File: src/rtl/timer_prog_seq.sv
// Programming sequencer for the 32-bit timer: turns one reload/compare/config
// request into byte load strobes and config writes, services interrupt
// acknowledges, and counts interrupt rising edges.
module timer_prog_seq #(
    parameter int         CNT_W    = 8,
    parameter logic [7:0] HALT_CNF = 8'h00
) (
    input  logic             clk,
    input  logic             rst,
    input  logic             req_valid,
    output logic             req_ready,
    input  logic             req_wr_il,
    input  logic             req_wr_cv,
    input  logic [31:0]      req_il,
    input  logic [31:0]      req_cv,
    input  logic [7:0]       req_cnf,
    output logic             done,
    output logic             busy,
    input  logic             irq_ack,
    output logic [3:0]       il_load,
    output logic [3:0]       cv_load,
    output logic             il_init,
    output logic             cv_init,
    output logic [7:0]       pload,
    output logic             load_mem,
    output logic             init_cnf,
    output logic [7:0]       cnf_in,
    input  logic [7:0]       cnf_out,
    input  logic             interrupt,
    output logic [CNT_W-1:0] irq_cnt
);

    typedef enum logic [3:0] {
        S_IDLE, S_HALT, S_IL0, S_IL1, S_IL2, S_IL3,
        S_CV0, S_CV1, S_CV2, S_CV3, S_INIT, S_START, S_DONE, S_ACK
    } state_t;

    state_t      state, state_nxt;
    logic        ack_pending;
    logic        wr_il_q, wr_cv_q;
    logic [31:0] il_q, cv_q;
    logic [7:0]  cnf_q;
    logic        irq_d;
    logic        accept;
    logic [1:0]  k;

    logic [3:0]  il_load_d, cv_load_d;
    logic        il_init_d, cv_init_d, load_mem_d, done_d;
    logic [7:0]  pload_d, cnf_in_d;

    assign req_ready = (state == S_IDLE) && !ack_pending && !irq_ack;
    assign accept    = req_valid && req_ready;
    assign busy      = (state != S_IDLE);
    assign init_cnf  = 1'b0;

    // Next-state selection
    always_comb begin
        state_nxt = state;
        case (state)
            S_IDLE:  if (accept) state_nxt = S_HALT;
                     else if (irq_ack || ack_pending) state_nxt = S_ACK;
            S_HALT:  state_nxt = wr_il_q ? S_IL0 : (wr_cv_q ? S_CV0 : S_INIT);
            S_IL0:   state_nxt = S_IL1;
            S_IL1:   state_nxt = S_IL2;
            S_IL2:   state_nxt = S_IL3;
            S_IL3:   state_nxt = wr_cv_q ? S_CV0 : S_INIT;
            S_CV0:   state_nxt = S_CV1;
            S_CV1:   state_nxt = S_CV2;
            S_CV2:   state_nxt = S_CV3;
            S_CV3:   state_nxt = S_INIT;
            S_INIT:  state_nxt = S_START;
            S_START: state_nxt = S_DONE;
            S_DONE:  state_nxt = ack_pending ? S_ACK : S_IDLE;
            S_ACK:   state_nxt = S_IDLE;
            default: state_nxt = S_IDLE;
        endcase
    end

    // Outputs decoded from the next state so they can be registered and line
    // up with the state they belong to; HALT uses the live request fields
    // because the capture registers load on the same edge.
    always_comb begin
        il_load_d  = '0;
        cv_load_d  = '0;
        il_init_d  = 1'b0;
        cv_init_d  = 1'b0;
        load_mem_d = 1'b0;
        done_d     = 1'b0;
        pload_d    = '0;
        cnf_in_d   = '0;
        k          = '0;
        case (state_nxt)
            S_HALT: begin
                load_mem_d = 1'b1;
                cnf_in_d   = HALT_CNF;
                il_init_d  = accept ? req_wr_il : wr_il_q;
                cv_init_d  = accept ? req_wr_cv : wr_cv_q;
            end
            S_IL0, S_IL1, S_IL2, S_IL3: begin
                k         = 2'(state_nxt - S_IL0);
                il_load_d = 4'b0001 << k;
                pload_d   = il_q[8*k +: 8];
            end
            S_CV0, S_CV1, S_CV2, S_CV3: begin
                k         = 2'(state_nxt - S_CV0);
                cv_load_d = 4'b0001 << k;
                pload_d   = cv_q[8*k +: 8];
            end
            S_INIT: begin
                load_mem_d = 1'b1;
                cnf_in_d   = 8'h02;
            end
            S_START: begin
                load_mem_d = 1'b1;
                cnf_in_d   = cnf_q & 8'hF5;
            end
            S_DONE: done_d = 1'b1;
            S_ACK: begin
                load_mem_d = 1'b1;
                cnf_in_d   = cnf_out & 8'hF7;
            end
            default: ;
        endcase
    end

    // State, request capture and collapsed acknowledge tracking
    always_ff @(posedge clk or negedge rst) begin
        if (!rst) begin
            state       <= S_IDLE;
            ack_pending <= 1'b0;
            wr_il_q     <= 1'b0;
            wr_cv_q     <= 1'b0;
            il_q        <= '0;
            cv_q        <= '0;
            cnf_q       <= '0;
        end else begin
            state <= state_nxt;
            if (accept) begin
                wr_il_q <= req_wr_il;
                wr_cv_q <= req_wr_cv;
                il_q    <= req_il;
                cv_q    <= req_cv;
                cnf_q   <= req_cnf;
            end
            if (irq_ack && state != S_IDLE) ack_pending <= 1'b1;
            else if (state == S_ACK)        ack_pending <= 1'b0;
        end
    end

    // Registered strobe and data outputs
    always_ff @(posedge clk or negedge rst) begin
        if (!rst) begin
            il_load  <= '0;
            cv_load  <= '0;
            il_init  <= 1'b0;
            cv_init  <= 1'b0;
            load_mem <= 1'b0;
            done     <= 1'b0;
            pload    <= '0;
            cnf_in   <= '0;
        end else begin
            il_load  <= il_load_d;
            cv_load  <= cv_load_d;
            il_init  <= il_init_d;
            cv_init  <= cv_init_d;
            load_mem <= load_mem_d;
            done     <= done_d;
            pload    <= pload_d;
            cnf_in   <= cnf_in_d;
        end
    end

    // Saturating count of interrupt rising edges
    always_ff @(posedge clk or negedge rst) begin
        if (!rst) begin
            irq_d   <= 1'b0;
            irq_cnt <= '0;
        end else begin
            irq_d <= interrupt;
            if (interrupt && !irq_d && irq_cnt != {CNT_W{1'b1}})
                irq_cnt <= irq_cnt + CNT_W'(1);
        end
    end

endmodule

File: config.mk
export PLATFORM = sky130hd
export DESIGN_NAME = timer_prog_seq
export DESIGN_NICKNAME = d
export VERILOG_FILES = /design/src/rtl/timer_prog_seq.sv
export SDC_FILE = /design/constraint.sdc
export NUM_CORES = 1
export LEC_CHECK = 0
export ABC_AREA = 1
export BUFFER_PORTS_ARGS = -buffer_cell sky130_fd_sc_hd__buf_2
export CORE_ASPECT_RATIO = 0.75
export CORE_MARGIN = 2
export CORE_UTILIZATION = 53
export CTS_CLUSTER_SIZE = 24
export DETAILED_ROUTE_END_ITERATION = 8
export PLACE_DENSITY_LB_ADDON = 0.15
export SETUP_SLACK_MARGIN = 0.2
export SYNTH_ARGS = -nofsm -noshare
export SYNTH_HDL_FRONTEND = slang
export SYNTH_SLANG_ARGS = --single-unit
File: constraint.sdc
create_clock -name clk -period 2.4 [get_ports clk]
set_clock_uncertainty 0.15 [all_clocks]
set_input_delay 0.24 -clock clk [delete_from_list [all_inputs] [get_ports clk]]
set_output_delay 0.24 -clock clk [all_outputs]
set_load 0.05 [all_outputs]
==> flow_summary.yaml <==
run_status:
  status: "finished clean"
sta:
  worst_slack_ns: 0.310
  worst_slew_pin_slew_ns: 0.597
  hold_slack_ns: 0.0141
  max_freq_mhz: 479
  hold_viol_final: 0
  period_share_pct: 87.1
  rsz0062_at_grt: "yes"
  slew_viol_final: 0
  finalSetupViolCount: 0
  slew_headroom_pct: 60.2
  finalSetupTns_ns: 0
  fin_crit_ns: 2.09
global_route:
  grt_pass1_vias: 4508
  antenna_found_initial: 1
  grt_use_total_pct: 26.3
  grt_max_degree: 127
  grt_overflow: 0
  grt_pass1_wl_um: 21300
synthesis:
  synth_warnings: 0
  synthCells: 578
  syn_area_um2: 5130
  ys_ff_latch: 113
  synth_seq_area_share_pct: 55.1
  avgSynthCellArea_um2: 8.88
  synth_cell_types: 32
drt:
  drtPass1Iterations: 5
  drt-initial-drc-count: 277
  routed_wl_um: 13400
  drc: 0
  viasPerCell: 4.94
  drtAntennaViolNets: 0
  wire_per_inst_um: 14.4
  vias: 4600
clock_tree:
  clk_latency_ns: 0.41
  clk_pin_slew_worst_paths_ns: 0.05
  clkSinkCount: 113
  cts_tree: "yes"
  cts_made_buffers: 17
  clockBufferDepth: 2
  cts_root_buf: "clkbuf_16"
  cts.htree.levels: 4
setup_path:
  critical_path_class: "reg -> reg"
  end_kind: "register"
  cp-start-kind: "register"
  worstPathRequired_ns: 2.54
  crit_fanout: 12
  cp.arrival_ns: 2.23
floorplan:
  core_um2: 9540
  floorplan.initialDensity_pct: 53.8
  ios: 126
  die_y_um: 89.2
  row_count: 31
  die_x_um: 118
  dieArea_um2: 10500
pwr:
  power-per-cell-area_nw_per_um2: 1240
  pwr-share-seq_pct: 30.6
  power.total_mw: 9.08
  power_leakage_nw: 4.00
  vdd_ir_drop_max_v: 0.000639
  clkPwrFrac_pct: 26.9
  comb_power_share_pct: 42.6
  p_sw_mw: 3.73
  p_int_mw: 5.34
  swShare_pct: 41.1
place:
  numPortBuffers: 120
  pre_cts_slack_ns: 0.241
  dpl.hpwl_um: 7900
  gp_congestion: 0.903
cells_and_area:
  regArea_um2: 2830
  final_nets: 874
  fin_util_pct: 76.6
  drive_gt1_share_pct: 23.7
  syn2layout_area_growth_pct: 42.4
  fill_cells: 674
  multiInputGateArea_um2: 1920
  layout_commonest_cell: "buf_2"
  final_cell_mix: "buf_2, dfrtp_1, nand2_1"
flow_run:
  drv_cap: 0
min_path:
  min_path_type: "in -> reg"
==> layer usage <==
| layer | wire, um | GRT usage [%] | share of wire [%] |
|---|---|---|---|
| met1 | 5660 | 31.9 | 42 |
| met2 | 6800 | 46.5 | 51 |
| met3 | 615 | 6.70 | 4.6 |
| met4 | 303 | 10.4 | 2.3 |
| met5 | 0 | 0 | 0 |
==> sequential cells by signal, summed over array words and instances, names as in the netlist, 4 cells and up <==
| name | cells |
|---|---|
| state | 4 |
| cv_q | 32 |
| cnf_q | 6 |
| il_load | 4 |
| il_q | 32 |
| cv_load | 4 |
| pload | 8 |
| irq_cnt | 8 |
| cnf_in | 7 |
==> cell type report <==
cell class / instances / share of cell area [%]
timing repair buffer: 211 / 20.9
tap: 132 / 2.26
antenna: 1 / 0.0342
inverter: 74 / 3.89
clock buffer: 27 / 6.88
sequential: 113 / 38.7
clock inverter: 5 / 1.03
multi-input combinational: 369 / 26.3
==> stage by stage <==
step	cells	cell area (um^2)
final	932	7310
after global routing	932	7310
after CTS	928	7250
after detailed placement	815	5870
after global placement	815	5870
after floorplan	579	5150
==> cell usage after synthesis <==
| cell | number | share of area [%] |
|---|---|---|
| buf_6 | 2 | 0.44 |
| or2_1 | 3 | 0.37 |
| mux2_1 | 18 | 3.9 |
| nand2_4 | 1 | 0.22 |
| a21oi_1 | 51 | 5.0 |
| or2_0 | 1 | 0.12 |
| inv_1 | 70 | 5.1 |
| buf_2 | 11 | 1.1 |
| nand2_2 | 5 | 0.61 |
| nor3_1 | 3 | 0.29 |
| nor4_1 | 2 | 0.24 |
| dfrtp_1 | 113 | 55 |
| o211ai_1 | 2 | 0.29 |
| o21ai_0 | 12 | 1.2 |
| nand3_4 | 1 | 0.34 |
| ha_1 | 1 | 0.24 |
| mux2_2 | 3 | 0.66 |
| nor2_2 | 6 | 0.73 |
| clkbuf_1 | 5 | 0.37 |
| xnor2_1 | 3 | 0.51 |
| buf_4 | 6 | 0.88 |
| inv_2 | 4 | 0.29 |
| nand3b_1 | 8 | 1.2 |
| nand4_1 | 15 | 1.8 |
| nor2_4 | 5 | 1.1 |
| nand4_2 | 1 | 0.24 |
| nand3_2 | 2 | 0.39 |
| conb_1 | 1 | 0.073 |
| nand3_1 | 25 | 2.4 |
| nand2_1 | 111 | 8.1 |
| nor2_1 | 84 | 6.1 |
| xor2_1 | 3 | 0.51 |
==> path summary, 6_finish.rpt <==
kind	start	endpoint	slack [ns]	depth (start not counted)
worst max-delay path	state[0]	pload[6]	0.31	9
worst min-delay path	req_il[8]	il_q[8]	0.01	3
worst max register to register	state[0]	pload[6]	0.31	9
worst min register to register	il_q[3]	il_q[3]	0.33	1
max in group asynchronous	rst	il_q[9]	1.17	3
min in group asynchronous	rst	cnf_in[2]	0.23	2
==> critical path, cell delays in order, from the launching register on <==
cell	delay, ns
dfrtp_1	0.46
inv_1	0.11
nor2_1	0.17
nand4_2	0.25
nand3_2	0.32
nand2_1	0.10
o211ai_1	0.12
nand2_1	0.10
nor2_1	0.12
nor2_1	0.05
==> timing repair <==
action,CTS,global route
buffers inserted,0,2
gates resized for setup,0,5
hold buffers,81,0
hold endpoints to repair,125,0
setup endpoints to repair,0,8
==> kinds of logic after synthesis <==
logic type | count (synthesis) | share of synthesized area (%)
xor gates and xnor gates | 6 | 1.02
buffers and inverters | 98 | 8.17
other | 1 | 0.0731
adders and majority gates | 1 | 0.244
and+or+nand+nor | 273 | 24.4
muxes | 21 | 4.61
AOI/OAI and AO/OA | 65 | 6.44
DFF | 113 | 55.1
==> power groups by stage <==
stage / clock, mW / sequential [mW] / combinational, mW
after floorplan: 0 / 3.33 / 2.16
after CTS: 2.47 / 2.76 / 3.64
after global placement: 0 / 2.77 / 3.44
after detailed placement: 0 / 2.79 / 3.51
after global routing: 2.57 / 2.83 / 4.21
final: 2.44 / 2.77 / 3.86
Power figures use the tool's default switching activity.
